### src/rtl/queue_mem.sv
// ============================================================================
// queue_mem : DEPTH x DATA_BITS register file, sync write / async read
// Revision  : 1.0
// ============================================================================
`default_nettype none

module queue_mem #(
  parameter int DEPTH_BITS = 3,
  parameter int DATA_BITS  = 8
) (
  input  logic                  clk,
  input  logic                  wr_en,
  input  logic [DEPTH_BITS-1:0] wr_addr,
  input  logic [DATA_BITS-1:0]  wr_data,
  input  logic [DEPTH_BITS-1:0] rd_addr,
  output logic [DATA_BITS-1:0]  rd_data
);

  localparam int DEPTH = 1 << DEPTH_BITS;

  logic [DATA_BITS-1:0] mem [DEPTH];

  always_ff @(posedge clk) begin
    if (wr_en) begin
      mem[wr_addr] <= wr_data;
    end
  end

  assign rd_data = mem[rd_addr];

endmodule

`default_nettype wire

### src/rtl/queue_fwft.sv
// ============================================================================
// queue_fwft : synchronous FIFO with registered or fall-through read mode
// Revision   : 1.0
// ============================================================================
`default_nettype none

module queue_fwft #(
  parameter int DEPTH_BITS = 3,
  parameter int DATA_BITS  = 8,
  parameter bit FWFT       = 1'b0,
  parameter int AF_LEVEL   = (1 << DEPTH_BITS) - 2,
  parameter int AE_LEVEL   = 1
) (
  input  logic                  clk_i,
  input  logic                  reset_ni,
  input  logic [DATA_BITS-1:0]  dat_i,
  input  logic                  push_i,
  input  logic                  pop_i,
  input  logic                  oe_i,
  input  logic                  flush_i,
  output logic [DATA_BITS-1:0]  dat_o,
  output logic                  full_o,
  output logic                  empty_o,
  output logic                  almost_full_o,
  output logic                  almost_empty_o,
  output logic [DEPTH_BITS:0]   level_o,
  output logic                  ovf_o,
  output logic                  udf_o,
  output logic [DEPTH_BITS-1:0] rp_to,
  output logic [DEPTH_BITS-1:0] wp_to
);

  localparam logic [DEPTH_BITS:0] DEPTH_LVL = {1'b1, {DEPTH_BITS{1'b0}}};
  localparam logic [DEPTH_BITS:0] AF_LVL    = AF_LEVEL[DEPTH_BITS:0];
  localparam logic [DEPTH_BITS:0] AE_LVL    = AE_LEVEL[DEPTH_BITS:0];

  logic [DEPTH_BITS-1:0] rp;
  logic [DEPTH_BITS-1:0] wp;
  logic [DEPTH_BITS:0]   level;
  logic                  ovf;
  logic                  udf;
  logic                  pop_acc;
  logic                  push_acc;
  logic                  wr_en;
  logic [DATA_BITS-1:0]  rd_data;

  // A pop on a full queue frees the slot the simultaneous push lands in.
  assign pop_acc  = pop_i & (level != '0);
  assign push_acc = push_i & ((level != DEPTH_LVL) | pop_acc);
  assign wr_en    = push_acc & ~flush_i;

  always_ff @(posedge clk_i or negedge reset_ni) begin
    if (!reset_ni) begin
      rp    <= '0;
      wp    <= '0;
      level <= '0;
      ovf   <= 1'b0;
      udf   <= 1'b0;
    end else if (flush_i) begin
      rp    <= '0;
      wp    <= '0;
      level <= '0;
      ovf   <= 1'b0;
      udf   <= 1'b0;
    end else begin
      if (push_acc) wp <= wp + 1'b1;
      if (pop_acc)  rp <= rp + 1'b1;
      case ({push_acc, pop_acc})
        2'b10:   level <= level + 1'b1;
        2'b01:   level <= level - 1'b1;
        default: level <= level;
      endcase
      if (push_i & ~push_acc) ovf <= 1'b1;
      if (pop_i & ~pop_acc)   udf <= 1'b1;
    end
  end

  queue_mem #(
    .DEPTH_BITS (DEPTH_BITS),
    .DATA_BITS  (DATA_BITS)
  ) u_mem (
    .clk     (clk_i),
    .wr_en   (wr_en),
    .wr_addr (wp),
    .wr_data (dat_i),
    .rd_addr (rp),
    .rd_data (rd_data)
  );

  generate
    if (FWFT) begin : g_fwft
      assign dat_o = rd_data;
    end else begin : g_reg
      logic [DATA_BITS-1:0] dat_q;
      // Reads the pre-edge head regardless of occupancy; flush leaves it alone.
      always_ff @(posedge clk_i or negedge reset_ni) begin
        if (!reset_ni) begin
          dat_q <= '0;
        end else if (oe_i && !flush_i) begin
          dat_q <= rd_data;
        end
      end
      assign dat_o = dat_q;
    end
  endgenerate

  assign full_o         = (level == DEPTH_LVL);
  assign empty_o        = (level == '0);
  assign almost_full_o  = (level >= AF_LVL);
  assign almost_empty_o = (level <= AE_LVL);
  assign level_o        = level;
  assign ovf_o          = ovf;
  assign udf_o          = udf;
  assign rp_to          = rp;
  assign wp_to          = wp;

endmodule

`default_nettype wire

### config.mk
export PLATFORM = sky130hd
export DESIGN_NAME = queue_fwft
export DESIGN_NICKNAME = d
export VERILOG_FILES = /design/src/rtl/queue_mem.sv /design/src/rtl/queue_fwft.sv
export SDC_FILE = /design/constraint.sdc
export NUM_CORES = 1
export LEC_CHECK = 0
export BUFFER_PORTS_ARGS = -buffer_cell sky130_fd_sc_hd__buf_4
export CORE_UTILIZATION = 29
export DETAILED_ROUTE_END_ITERATION = 8
export PLACE_DENSITY = 0.49
export SETUP_SLACK_MARGIN = 0.05
export SYNTH_ARGS = -nofsm -noshare
export SYNTH_HDL_FRONTEND = slang
export SYNTH_SLANG_ARGS = --single-unit
### constraint.sdc
create_clock -name clk_i -period 2.29 [get_ports clk_i]
set_clock_uncertainty 0.15 [all_clocks]
set_input_delay 0.3435 -clock clk_i [delete_from_list [all_inputs] [get_ports clk_i]]
set_output_delay 0.3435 -clock clk_i [all_outputs]
set_load 0.01 [all_outputs]
; ---- Word level (Yosys, flattened, before mapping)
; Memory sizes are Yosys's and may differ from the RTL's. A register that Yosys moved wholly into a read port is not among the register bits.
; Index checks and enable logic that the tools add are counted.
[word_totals]
mem_bits_rw = 64
output_inout_bits = 24
n_memories = 1
inputBits = 14
mem_bits_ro = 0
latchBits = 0
register_bits = 12
word_cells = 47
[mem_list]
columns = name, depth, width, rd, rd_ports_with_merged_regs, wr, line
row1 = u_mem.mem, 8, 8, 1, 1, 1, queue_mem.sv:21  ; logic [DATA_BITS-1:0] mem [DEPTH];
[classes]
n_lt_le_gt_ge = 2
div_mod_pow = 0
n_mux = 12
shifts = 0
n_reduce_logical = 10
add_sub_neg = 4
n_eq_ne = 4
n_bitwise = 9
multipliers = 0
[ops]
columns = cell, count
row1 = $mux 3, 4
row2 = $pmux 4 s2, 1
row3 = $reduce_bool 2->1, 4
row4 = $add 3x1->3 const B, 2
row5 = $mux 1, 6
row6 = $and 1x1->1, 5
row7 = $add 4x1->4 const B, 1
row8 = $eq 4x4->1 const B, 1
row9 = $ge 4x3->1 const B, 1
row10 = $le 4x1->1 const B, 1
row11 = $logic_not 4->1, 1
row12 = $mux 4, 1
row13 = $ne 4x4->1 const B, 1
row14 = $reduce_bool 4->1, 1
row15 = $sub 4x1->4 const B, 1
row16 = $not 1->1, 3
row17 = $reduce_bool 3->1, 1
row18 = $eq 2x1->1 const B, 1
row19 = $eq 2x2->1 const B, 1
row20 = $logic_not 1->1, 2
row21 = $logic_and 1x1->1, 1
row22 = $or 1x1->1, 1

; ---- Logic depth before layout (Yosys ltp)
[depth]
ltp_word = 8
mapped_depth = 7
ltp_nobuf = 6

; ---- By module
; A second synthesis with hierarchy kept.
[hier_totals]
cells_unflattened = 214
hier_area_um2 = 3657.3
[modules_own_cells]
columns = module, cells_each, area_each_um2, n_inst, seq_area_each_um2
row1 = queue_mem, 106, 2531.2, 1, 1921.8
row2 = queue_fwft, 108, 1126.1, 1, 500.5

; ---- Worst setup path after synthesis
; No wires, ideal clock.
[synth_timing]
path_type = register to register
startpoint = register level[0], in the netlist level_o[0]
endpoint = memory u_mem.mem[1][0], enable pin
t_required_ns = 1.757
setup_slack_ns = -0.143
stages_incl_launch_ff = 7
arrival_time_ns = 1.899
setup_time_ns = 0.383
path_cell_list = dfrtp_1 -> inv_1 -> ha_1 -> nor4bb_1 -> nor3_1 -> nand2_1 -> nor3_1
[synth_between]
elab_chain_len = 7
[synth_lines]
columns = item, line
row1 = from (decl), queue_fwft.sv:39  ; logic [DEPTH_BITS:0] level;
row2 = from (signal assigned), queue_fwft.sv:69  ; 2'b10: level <= level + 1'b1;
row3 = from (signal assigned), queue_fwft.sv:70  ; 2'b01: level <= level - 1'b1;
row4 = from (signal assigned), queue_fwft.sv:71  ; default: level <= level;
row5 = $reduce_bool 4->1, queue_fwft.sv:48  ; assign pop_acc = pop_i & (level != '0);
row6 = $and 1x1->1, queue_fwft.sv:48
row7 = $or 1x1->1 *, queue_fwft.sv:49  ; assign push_acc = push_i & ((level != DEPTH_LVL) | pop_acc);
row8 = $and 1x1->1 *, queue_fwft.sv:49
row9 = $and 1x1->1 *, queue_fwft.sv:50  ; assign wr_en = push_acc & ~flush_i;
row10 = $mux 1 *, queue_mem.sv:24  ; if (wr_en) begin
row11 = $mux 1 (implied by the code) *, queue_mem.sv:25  ; mem[wr_addr] <= wr_data;
row12 = to (decl), queue_mem.sv:21
; Every way passes the cells marked *; elsewhere a longest branch is shown, timed or not.

; ---- Worst setup path after layout
[layout_timing]
startpoint = register level[0], in the netlist level_o[0]
endpoint = output empty_o
[layout_between]
elab_chain_len = 1
[layout_lines]
columns = item, line
row1 = $logic_not 4->1, queue_fwft.sv:108  ; assign empty_o = (level == '0);
row2 = to (decl), queue_fwft.sv:23  ; output logic empty_o,
; No other way between the ends.

==> results.sh <==
export IMPL_horizontal_die_dimension_um=113
export IMPL_wl_per_cell_um=16.5
export IMPL_max_clock_freq_ghz=0.472
export IMPL_muxShareOfSynthArea_pct=12.7
export IMPL_crit_path_top_delay_cell="or3b_4"
export IMPL_worst_setup_path_start_kind="flop"
export IMPL_fp_row_count=40
export IMPL_timing_critical_path_cells="inv_1 -> ha_1 -> or3b_4 -> inv_1 -> buf_4"
export IMPL_diodes=0
export IMPL_synth_adder_area_share_pct=2.47
export IMPL_final_min_clock_period_ns=2.12
export IMPL_p_leak_nw=1.66
export IMPL_die_area_um2=12700
export IMPL_run_status="finished clean"
export IMPL_global_route_peak_usage_layer="met2"
export IMPL_layout_drive_gt1_share_pct=36.1
export IMPL_power_switching_share_pct=23.8
export IMPL_avgSynthCellArea_um2=15.9
export IMPL_worst_hold_path_class="in2reg"
export IMPL_hold_violations=0
export IMPL_preCtsSetupSlack_ns=-0.202
export IMPL_firstDrtPassIters=4
export IMPL_synth_compound_area_share_pct=4.69
export IMPL_synth_seq_area_share_pct=68.3
export IMPL_report_final_setup_viol=0
export IMPL_max_cap_violations=0
export IMPL_remaining_global_route_overflow=0
export IMPL_globalRouteMet1Util_pct=16.3
export IMPL_p_int_mw=3.03
export IMPL_critical_path_reg2reg_endpoint="u_mem.mem[0][0]"
export IMPL_first_global_vias=2013
export IMPL_timing_critical_path_max_delay_family="simple AND/OR/NAND/NOR gates"
export IMPL_power_share_sequential_pct=44.0
export IMPL_final_max_slew_violation_count=0
export IMPL_clkSlewWorstSetupHoldPaths_ns=0.06
export IMPL_power_after_layout_mw=3.97
export IMPL_ctsRootBufferMaster="clkbuf_16"
export IMPL_critPathRequiredTime_ns=1.80
export IMPL_grt_first_pass_wirelength_mm=11.5
export IMPL_critical_r2r_launch="level_o[0]"
export IMPL_grt_use_met3_pct=3.89
export IMPL_cp_end_kind="primary output"
export IMPL_floorplan_io_pins=38
export IMPL_holdPathEnd="u_mem.mem[0][6]"
export IMPL_via_count_normalized_by_instance_count=4.61
export IMPL_drt_iter0_drc=113
export IMPL_track_usage_pct=12.4
export IMPL_synth_xor_xnor_area_share_pct=0.988
export IMPL_die_height_um=113
export IMPL_globalRouteMet2Util_pct=19.6
export IMPL_core_region_area_um2=12000
export IMPL_placement_io_buffers=37
export IMPL_final_net_count=304
export IMPL_final_routed_drc_violation_total=0
export IMPL_worst_pin_slew_ns=0.567
export IMPL_slowest_delay_ns=0.44
export IMPL_post_route_worst_setup_slack_ns=0.173
export IMPL_h_tree_depth=3
export IMPL_synth_simple_gate_area_share_pct=8.65
export IMPL_timing_setup_critical_path_class="reg2out"
export IMPL_post_place_cells=411
export IMPL_rrSetupSlack_ns=0.23
export IMPL_p_comb_share_pct=17.8
export IMPL_path_buf_inv=3
export IMPL_max_slew_margin_pct=62.2
export IMPL_tritoncts="done"
export IMPL_place_hpwl_mm=4.93
export IMPL_insertion_delay_ns=0.33
export IMPL_post_synth_inst_count=223
export IMPL_area_of_the_mapped_netlist_um2=3540
export IMPL_max_vdd_ir_drop_mv=0.283
export IMPL_grt_start_max_net_pins=21
export IMPL_holdPathStages=1
export IMPL_routed_via_count=2005
export IMPL_area_growth_pct=28.6
export IMPL_finalWeightedCongestion=0.774
export IMPL_finalNonFillerCells=435
export IMPL_worst_endpoint_arrival_ns=1.62
export IMPL_worstHoldStart="dat_i[6]"
export IMPL_cts_made_buffers=9
export IMPL_cts_buffer_depth=2
export IMPL_power_density_nw_per_um2=871
export IMPL_final_period_utilization_pct=92.5
export IMPL_count_of_cell_types_in_the_netlist=38
export IMPL_clock_sink_count=84
export IMPL_power_switching_uw=945
export IMPL_setup_tns_final_ns=0
export IMPL_route_antenna_remaining_nets=0
export IMPL_crit_path_frequent_cell="inv_1"
export IMPL_clock_power_share_pct=38.3
export IMPL_routed_wl_mm=7.18
export IMPL_grt_setup_unrepaired="no"
export IMPL_antenna_found_initial=0
export IMPL_yosysWarningCount=0
export IMPL_postSynthRegisterBits=84
export IMPL_synth_top_family_by_area="multiplexers"
export IMPL_worst_r2r_cell_count=7
export IMPL_path_max_fanout=6
export IMPL_postSynthNetCount=244
export IMPL_initial_util_pct=29.6
[state kept, by name, indices dropped and copies added, names as in the netlist]
name / count
u_mem.mem: 64
dat_o: 8
level_o: 4
rp_to: 3
wp_to: 3
ovf_o: 1
udf_o: 1
[timing repair]
item	CTS	global route
hold endpoints to repair	20	0
hold buffers	1	0
pin swaps	0	4
buffers inserted	0	7
gates resized for setup	3	15
endpoints found under the setup margin	65	68
[area by class of cell]
class,instances,area [µm²]
repair buffers,60,490
well taps,147,184
fillers,1124,7400
multi-input cells,123,1130
clock inverters,6,87.6
flip-flops and latches,84,2420
inverters,5,18.8
clock buffers,10,229
[cells by family after synthesis]
logic type	count (synthesis)
flip-flops	84
AO/OA/AOI/OAI	27
buffers and inverters	16
adder cells (fa/ha/maj)	7
AND/OR/NAND/NOR	60
XOR/XNOR	4
multiplexers	25
[power by group through the flow]
stage          logic (mW)  clock network (mW)  registers, mW
5_1_grt             0.782                1.62           1.75
3_3_place_gp        0.672                   0           1.78
3_5_place_dp        0.671                   0           1.78
6_report            0.706                1.52           1.75
2_1_floorplan       0.368                   0           1.81
4_1_cts             0.674                1.56           1.75
[worst max-delay path by stage]
stage,end,depth (start not counted),start,slack [ns]
floorplan,u_mem.mem[3][0],6,level_o[0],0.07
global placement,u_mem.mem[4][1],6,level_o[0],-0.09
detailed placement,u_mem.mem[4][0],6,level_o[0],-0.20
CTS,u_mem.mem[2][6],6,level_o[0],-0.20
global route,u_mem.mem[0][3],7,level_o[0],0.06
finish,empty_o,5,level_o[0],0.17
[through the flow]
step | area, µm² | hold WS (ns) | util (%)
final | 4560 | 0.0962 | 38.1
after CTS | 4410 | 0.0905 | 36.8
after global placement | 4070 | 0.0959 | 34.0
after floorplan | 3550 | -0.102 | -
after global routing | 4560 | 0.0920 | 38.1
after detailed placement | 4070 | 0.0971 | 34.0
[synthesized netlist by cell type]
cell	instances	share of area, %
buf_2	1	0.14
or3b_1	1	0.25
nor3_1	3	0.42
clkbuf_1	3	0.32
mux2_1	1	0.32
a32oi_1	1	0.25
or4b_1	1	0.28
mux2i_1	8	2.3
inv_1	5	0.53
nand2b_1	7	1.2
o21a_1	1	0.21
o2111a_1	1	0.32
edfxtp_1	64	54
and2_1	1	0.18
buf_1	3	0.32
nor2_1	17	1.8
nor4bb_1	1	0.28
o32ai_1	1	0.25
a211oi_2	1	0.35
mux4_2	16	10
buf_6	1	0.32
clkbuf_2	2	0.28
nor2b_1	2	0.35
a21oi_1	6	0.85
nand2_1	16	1.7
and4_1	1	0.25
and3_4	1	0.32
a31oi_1	2	0.35
o311a_1	1	0.28
ha_1	7	2.5
o21ai_0	13	1.8
buf_4	1	0.21
xor2_1	4	0.99
or3_1	3	0.53
nand4bb_1	1	0.32
and3_1	1	0.18
nand3_1	4	0.56
dfrtp_1	20	14
[layer usage]
layer  share of wire, %  routed length (µm)
met1                 49                3510
met2                 47                3350
met3                3.5                 248
met4                1.1                  78
met5                  0                   0
[worst reg2reg max path, stage by stage (launching register included)]
cell	delay, ns
dfrtp_1	0.37
inv_1	0.08
ha_1	0.20
nor4bb_1	0.44
nor3_2	0.12
nand2b_2	0.22
nor3_4	0.07
buf_4	0.18
[cell usage in the layout (no fill, tap or decap), types with 2 or more instances in the layout]
cell / count
nor2_1: 11
nand2b_1: 6
clkbuf_16: 9
inv_1: 5
nor2_4: 6
bufinv_16: 2
o21ai_0: 13
buf_12: 3
ha_1: 7
or3_1: 3
nand3_1: 4
a31oi_1: 2
nor3_4: 2
edfxtp_1: 64
buf_4: 56
xor2_1: 4
mux2i_1: 8
mux4_2: 16
clkinv_2: 2
a21oi_1: 6
nand2_1: 15
nor2b_1: 2
dfrtp_1: 20
No activity file was read; power rests on OpenSTA's default activity.
